==> src/rtl/address_decode_regbank.sv <==
// Register bank with a built-in byte-address decoder and a valid/ready request/response port.
// Each register drives a slice of a flat output bus plus a one-cycle write pulse.
module address_decode_regbank #(
    parameter logic [31:0]              OFFSET        = 32'h0,
    parameter int unsigned              ADDRESS_STEP  = 4,
    parameter int unsigned              NUM_ADDRESSES = 32,
    parameter int unsigned              DATA_WIDTH    = 32,
    parameter logic [DATA_WIDTH-1:0]    RESET_VALUE   = '0,
    parameter logic [NUM_ADDRESSES-1:0] RO_MASK       = '0
) (
    input  logic                                  i_clk,
    input  logic                                  i_reset,
    input  logic                                  i_req_valid,
    output logic                                  o_req_ready,
    input  logic                                  i_req_write,
    input  logic [31:0]                           i_address,
    input  logic [DATA_WIDTH-1:0]                 i_write_data,
    input  logic [DATA_WIDTH/8-1:0]               i_write_strobe,
    output logic                                  o_resp_valid,
    input  logic                                  i_resp_ready,
    output logic [DATA_WIDTH-1:0]                 o_resp_data,
    output logic                                  o_resp_error,
    output logic [NUM_ADDRESSES*DATA_WIDTH-1:0]   o_reg_values,
    output logic [NUM_ADDRESSES-1:0]              o_write_pulse
);

    localparam int unsigned STRB_W = DATA_WIDTH / 8;
    localparam int unsigned IDX_W  = (NUM_ADDRESSES > 1) ? $clog2(NUM_ADDRESSES) : 1;

    typedef enum logic {
        ST_IDLE = 1'b0,
        ST_RESP = 1'b1
    } state_t;

    state_t                  r_state;
    logic                    r_req_ready;
    logic                    r_resp_valid;
    logic [DATA_WIDTH-1:0]   r_resp_data;
    logic                    r_resp_error;
    logic [NUM_ADDRESSES-1:0] r_write_pulse;
    logic [DATA_WIDTH-1:0]   r_regs [NUM_ADDRESSES];

    logic [31:0]             w_delta;
    logic [31:0]             w_quot;
    logic                    w_hit;
    logic [IDX_W-1:0]        w_idx;
    logic                    w_ro;
    logic                    w_accept;
    logic                    w_wr_en;

    // Full 32-bit decode: the >= test stops addresses below OFFSET from wrapping into a hit.
    always_comb begin
        w_delta  = i_address - OFFSET;
        w_quot   = w_delta / 32'(ADDRESS_STEP);
        w_hit    = (i_address >= OFFSET) &&
                   ((w_delta % 32'(ADDRESS_STEP)) == 32'd0) &&
                   (w_quot < 32'(NUM_ADDRESSES));
        w_idx    = IDX_W'(w_quot);
        w_ro     = w_hit ? RO_MASK[w_idx] : 1'b1;
        w_accept = (r_state == ST_IDLE) && i_req_valid;
        w_wr_en  = w_accept && i_req_write && w_hit && !w_ro;
    end

    // Request/response handshake FSM with registered response and pulse outputs.
    always_ff @(posedge i_clk) begin
        if (i_reset) begin
            r_state       <= ST_IDLE;
            r_req_ready   <= 1'b1;
            r_resp_valid  <= 1'b0;
            r_resp_data   <= '0;
            r_resp_error  <= 1'b0;
            r_write_pulse <= '0;
        end else begin
            r_write_pulse <= '0;
            case (r_state)
                ST_IDLE: begin
                    if (i_req_valid) begin
                        r_state      <= ST_RESP;
                        r_req_ready  <= 1'b0;
                        r_resp_valid <= 1'b1;
                        r_resp_error <= !w_hit || (i_req_write && w_ro);
                        r_resp_data  <= (!i_req_write && w_hit) ? r_regs[w_idx] : '0;
                        if (w_wr_en) begin
                            r_write_pulse[w_idx] <= 1'b1;
                        end
                    end
                end
                ST_RESP: begin
                    if (i_resp_ready) begin
                        r_state      <= ST_IDLE;
                        r_req_ready  <= 1'b1;
                        r_resp_valid <= 1'b0;
                        r_resp_data  <= '0;
                        r_resp_error <= 1'b0;
                    end
                end
                default: begin
                    r_state <= ST_IDLE;
                end
            endcase
        end
    end

    // Register storage with byte-strobed writes at the accept edge.
    always_ff @(posedge i_clk) begin
        if (i_reset) begin
            for (int i = 0; i < int'(NUM_ADDRESSES); i++) begin
                r_regs[i] <= RESET_VALUE;
            end
        end else if (w_wr_en) begin
            for (int b = 0; b < int'(STRB_W); b++) begin
                if (i_write_strobe[b]) begin
                    r_regs[w_idx][b*8 +: 8] <= i_write_data[b*8 +: 8];
                end
            end
        end
    end

    for (genvar g = 0; g < int'(NUM_ADDRESSES); g++) begin : g_flat
        assign o_reg_values[g*DATA_WIDTH +: DATA_WIDTH] = r_regs[g];
    end

    assign o_req_ready   = r_req_ready;
    assign o_resp_valid  = r_resp_valid;
    assign o_resp_data   = r_resp_data;
    assign o_resp_error  = r_resp_error;
    assign o_write_pulse = r_write_pulse;

endmodule

==> config.mk <==
export PLATFORM = sky130hd
export DESIGN_NAME = address_decode_regbank
export DESIGN_NICKNAME = d
export VERILOG_FILES = /design/src/rtl/address_decode_regbank.sv
export SDC_FILE = /design/constraint.sdc
export NUM_CORES = 2
export LEC_CHECK = 0
export CAP_MARGIN = 15
export CORE_AREA = 2 2 450 452
export DETAILED_ROUTE_END_ITERATION = 16
export DIE_AREA = 0 0 452 454
export SETUP_SLACK_MARGIN = 0.3
export SYNTH_ARGS = -nofsm -noshare
export SYNTH_HDL_FRONTEND = slang
export SYNTH_SLANG_ARGS = --single-unit
==> constraint.sdc <==
create_clock -name i_clk -period 6.5 [get_ports i_clk]
set_input_delay 1.3 -clock i_clk [delete_from_list [all_inputs] [get_ports i_clk]]
set_output_delay 1.3 -clock i_clk [all_outputs]
set_load 0.05 [all_outputs]
==> metrics.csv <==
metric,value,unit
outcome,"finished, final reports clean",
vdd_ir_drop_max,0.0002359,V
power.leakage,22.05,nW
critical_path_class,input pin to register,
clk_pin_slew,0.07,ns
fin_hold_ws,0.4604,ns
slew_viol_final,0,
cp.depth,7,
tritoncts,yes,
h-tree-depth,3,
yosys-top-cells-area,"edfxtp_1 65%, nor2_1 8.7%, mux4_2 6.3%",
grt_pass1_wl,387900,um
first_global_vias,37259,
drive_gt1_share,9.892,%
final_nets,4688,
fin_crit_sh,77.22,%
path_buf_inv,2,
hold_start,o_resp_data[8]$_SDFFE_PP0P_,
setup_viol,0,
min_period,5.019,ns
r2r_cells,5,
clk_latency,0.78,ns
die_x,452,um
grt_use_total,28.83,%
synth_seq_cells,1092,
fin_tns_setup,0,ns
port_buffers,1163,
postRouteAntennaNets,0,
cts_resized,0,
wl_per_cell,41.55,um
cts.sinks,1092,
reg2reg_to,r_regs[19][1]$_SDFFCE_PN0P_,
async_flop_share,0,%
clock_path_buffers,3,
fmax,199.2,MHz
core-area,200900,um^2
power,17.82,mW
combinationalPowerShare,13.8,%
syn-cell-area,47060,um^2
skew,0.03442,ns
overflow,0,
cap_violations,0,
placed_area,61830,um^2
vias,40300,
power_frac_clock,39.5,%
p_sw,5.207,mW
r2r_start,r_state$_SDFF_PP0_,
synth.avg_cell_area,13.44,um^2
cp_cell_sequence,clkdlybuf4s50_1 -> nor4_1 -> nand4_1 -> or3_1 -> nor2_2 -> buf_4 -> a21o_1,
syn_inst,3502,
ys_types,53,
pin_count,1164,
numCtsBuffers,118,
tightestPinTransition,1.267,ns
cp_max_fo,14,
worstPathArrival,5.44,ns
dieArea,205200,um^2
drtIter0Drc,7158,
dp_hpwl,237900,um
place_inst,7165,
post_cts_buffers,0,
routed_wl,308100,um
hold_buffers,0,
power.internal,12.62,mW
cpMaxStageDelayCell,or3_1,
rows,165,
cpLargestDelayFamily,simple AND/OR/NAND/NOR gates,
ys_warn_count,0,
die_y,454,um
hold_viol,0,
fill_cells,19797,
design_area,65890,um^2
slew_headroom,15.31,%
drt-pass1-iter-count,6,
drc,0,
synth_edf_count,1024,
finalWeightedCongestion,1.005,
viasPerCell,5.435,
synth_seq_area_share,68.23,%
final_cell_count_no_fill,7415,
grt_max_degree,103,
antenna_found_initial,41,
power_density,270.5,nW/um^2
syn_nets,3575,
worstSetupStartpointType,input pin,
p_sw_share,29.21,%
synthFlopType,edfxtp_1,
seqPwrFrac,46.6,%
syn2layout_area_growth,40.01,%
cp_slowest_stage_delay,0.81,ns
synth_top_area_share,65.34,%
start_util,23.43,%
yosys.area.top_type,edfxtp_1,
root_buffer,clkbuf_16,
hp-class,register to register,
rrSetupSlack,3.20,ns
hold_end,o_resp_data[8]$_SDFFE_PP0P_,
rsz0062_at_grt,false,
holdPathStages,2,
crit_required,6.93,ns
crit_path_end_kind,register,
-- layer usage --
| layer | global-route usage (%) | share of wire, % | vias up |
|---|---|---|---|
| met2 | 45.51 | 46 | 3867 |
| met1 | 34.33 | 35 | 20513 |
| li1 | - | - | 15140 |
| met4 | 17.24 | 7.3 | 10 |
| met3 | 9.193 | 12 | 770 |
| met5 | 0 | 0.021 | - |
-- registers in the layout (all words and copies together), names as in the netlist --
signal and flops:
r_regs 1024, o_resp_data 32, o_resp_error 1, o_req_ready 1
o_write_pulse 32, r_state 1, o_resp_valid 1
-- cell type report --
type / count / area [um^2] / share of cell area (%)
Timing Repair Buffer: 1264 / 12480 / 18.95
Inverter: 1 / 3.754 / 0.005696
Clock buffer: 149 / 3193 / 4.846
Clock inverter: 77 / 780.7 / 1.185
Sequential cell: 1092 / 32110 / 48.73
Tap cell: 2672 / 3343 / 5.074
Antenna cell: 22 / 55.05 / 0.08355
Multi-Input combinational cell: 2138 / 13920 / 21.13
-- cell usage after synthesis (all sizes together), types with 7 or more instances --
| master | number |
|---|---|
| clkbuf | 140 |
| nor2 | 1102 |
| a21oi | 27 |
| a2111oi | 16 |
| mux2i | 215 |
| nand2 | 156 |
| and4 | 13 |
| dfxtp | 68 |
| nor2b | 47 |
| a22o | 15 |
| a32o | 13 |
| edfxtp | 1024 |
| nor3 | 16 |
| nand3 | 7 |
| a211oi | 39 |
| o31ai | 11 |
| nand4 | 14 |
| a22oi | 77 |
| nor4 | 10 |
| o22ai | 44 |
| a21o | 133 |
| buf | 131 |
| mux4 | 131 |
-- power groups by stage --
| stage | combinational (mW) | sequential [mW] | clock [mW] |
|---|---|---|---|
| after global routing | 2.51 | 8.29 | 7.29 |
| after CTS | 2.46 | 8.29 | 7.03 |
| after global placement | 2.44 | 8.44 | 0 |
| final | 2.47 | 8.31 | 7.05 |
| after detailed placement | 2.45 | 8.43 | 0 |
| after floorplan | 0.522 | 9.08 | 0 |
-- placed cells by master (no fill, tap or decap), types with 5 or more instances in the layout --
| cell type | instances |
|---|---|
| clkbuf_1 | 22 |
| a2111oi_0 | 15 |
| clkbuf_8 | 6 |
| nor3_1 | 7 |
| a32o_1 | 13 |
| mux2i_1 | 215 |
| a211oi_1 | 39 |
| clkdlybuf4s50_1 | 1157 |
| nand4_1 | 14 |
| a21o_1 | 133 |
| nor3_4 | 5 |
| o22ai_1 | 44 |
| a22o_1 | 15 |
| a22oi_1 | 77 |
| diode_2 | 22 |
| inv_6 | 9 |
| nor4_1 | 9 |
| nor2b_1 | 46 |
| nand2_1 | 154 |
| or2_4 | 5 |
| nor2_1 | 1095 |
| mux4_2 | 131 |
| clkinvlp_4 | 6 |
| clkinv_2 | 24 |
| o31ai_1 | 11 |
| and4_1 | 13 |
| dfxtp_1 | 68 |
| o211ai_1 | 6 |
| a21oi_1 | 27 |
| edfxtp_1 | 1024 |
| bufinv_16 | 12 |
| buf_4 | 93 |
| nor2_2 | 7 |
| clkinv_1 | 22 |
| clkbuf_16 | 121 |
-- stage by stage --
| step | setup WS (ns) | utilization (%) |
|---|---|---|
| final | 1.481 | 32.80 |
| after global routing | 1.412 | 32.78 |
| after CTS | 1.388 | 32.76 |
| after detailed placement | 0.5684 | 30.78 |
| after global placement | 0.6503 | 30.75 |
| after floorplan | 2.603 | - |
-- tightest hold or removal path: cells and delay by family (launching register included) --
| kind | cells | cell delay (ns) |
|---|---|---|
| flip-flops | 1 | 0.33 |
| AND/OR/NAND/NOR | 1 | 0.05 |
| AO/OA/AOI/OAI | 1 | 0.05 |
-- worst max-delay path by stage --
| stage | slack (ns) | end | start |
|---|---|---|---|
| final | 1.48 | r_regs[19][1]$_SDFFCE_PN0P_ | i_address[7] |
| after global routing | 1.41 | r_regs[12][7]$_SDFFCE_PN0P_ | i_address[7] |
| after CTS | 1.39 | r_regs[12][7]$_SDFFCE_PN0P_ | i_address[7] |
| after detailed placement | 0.57 | r_regs[12][5]$_SDFFCE_PN0P_ | i_address[7] |
| after global placement | 0.65 | r_regs[12][1]$_SDFFCE_PN0P_ | i_address[7] |
| after floorplan | 2.60 | r_regs[11][0]$_SDFFCE_PN0P_ | i_address[30] |
-- logic make-up after synthesis --
group	synth area share, %
compound gates	6.083
buf+inv	2.661
flops	68.23
mux	10.94
simple gates	12.09
(Power assumes the default switching activity.)
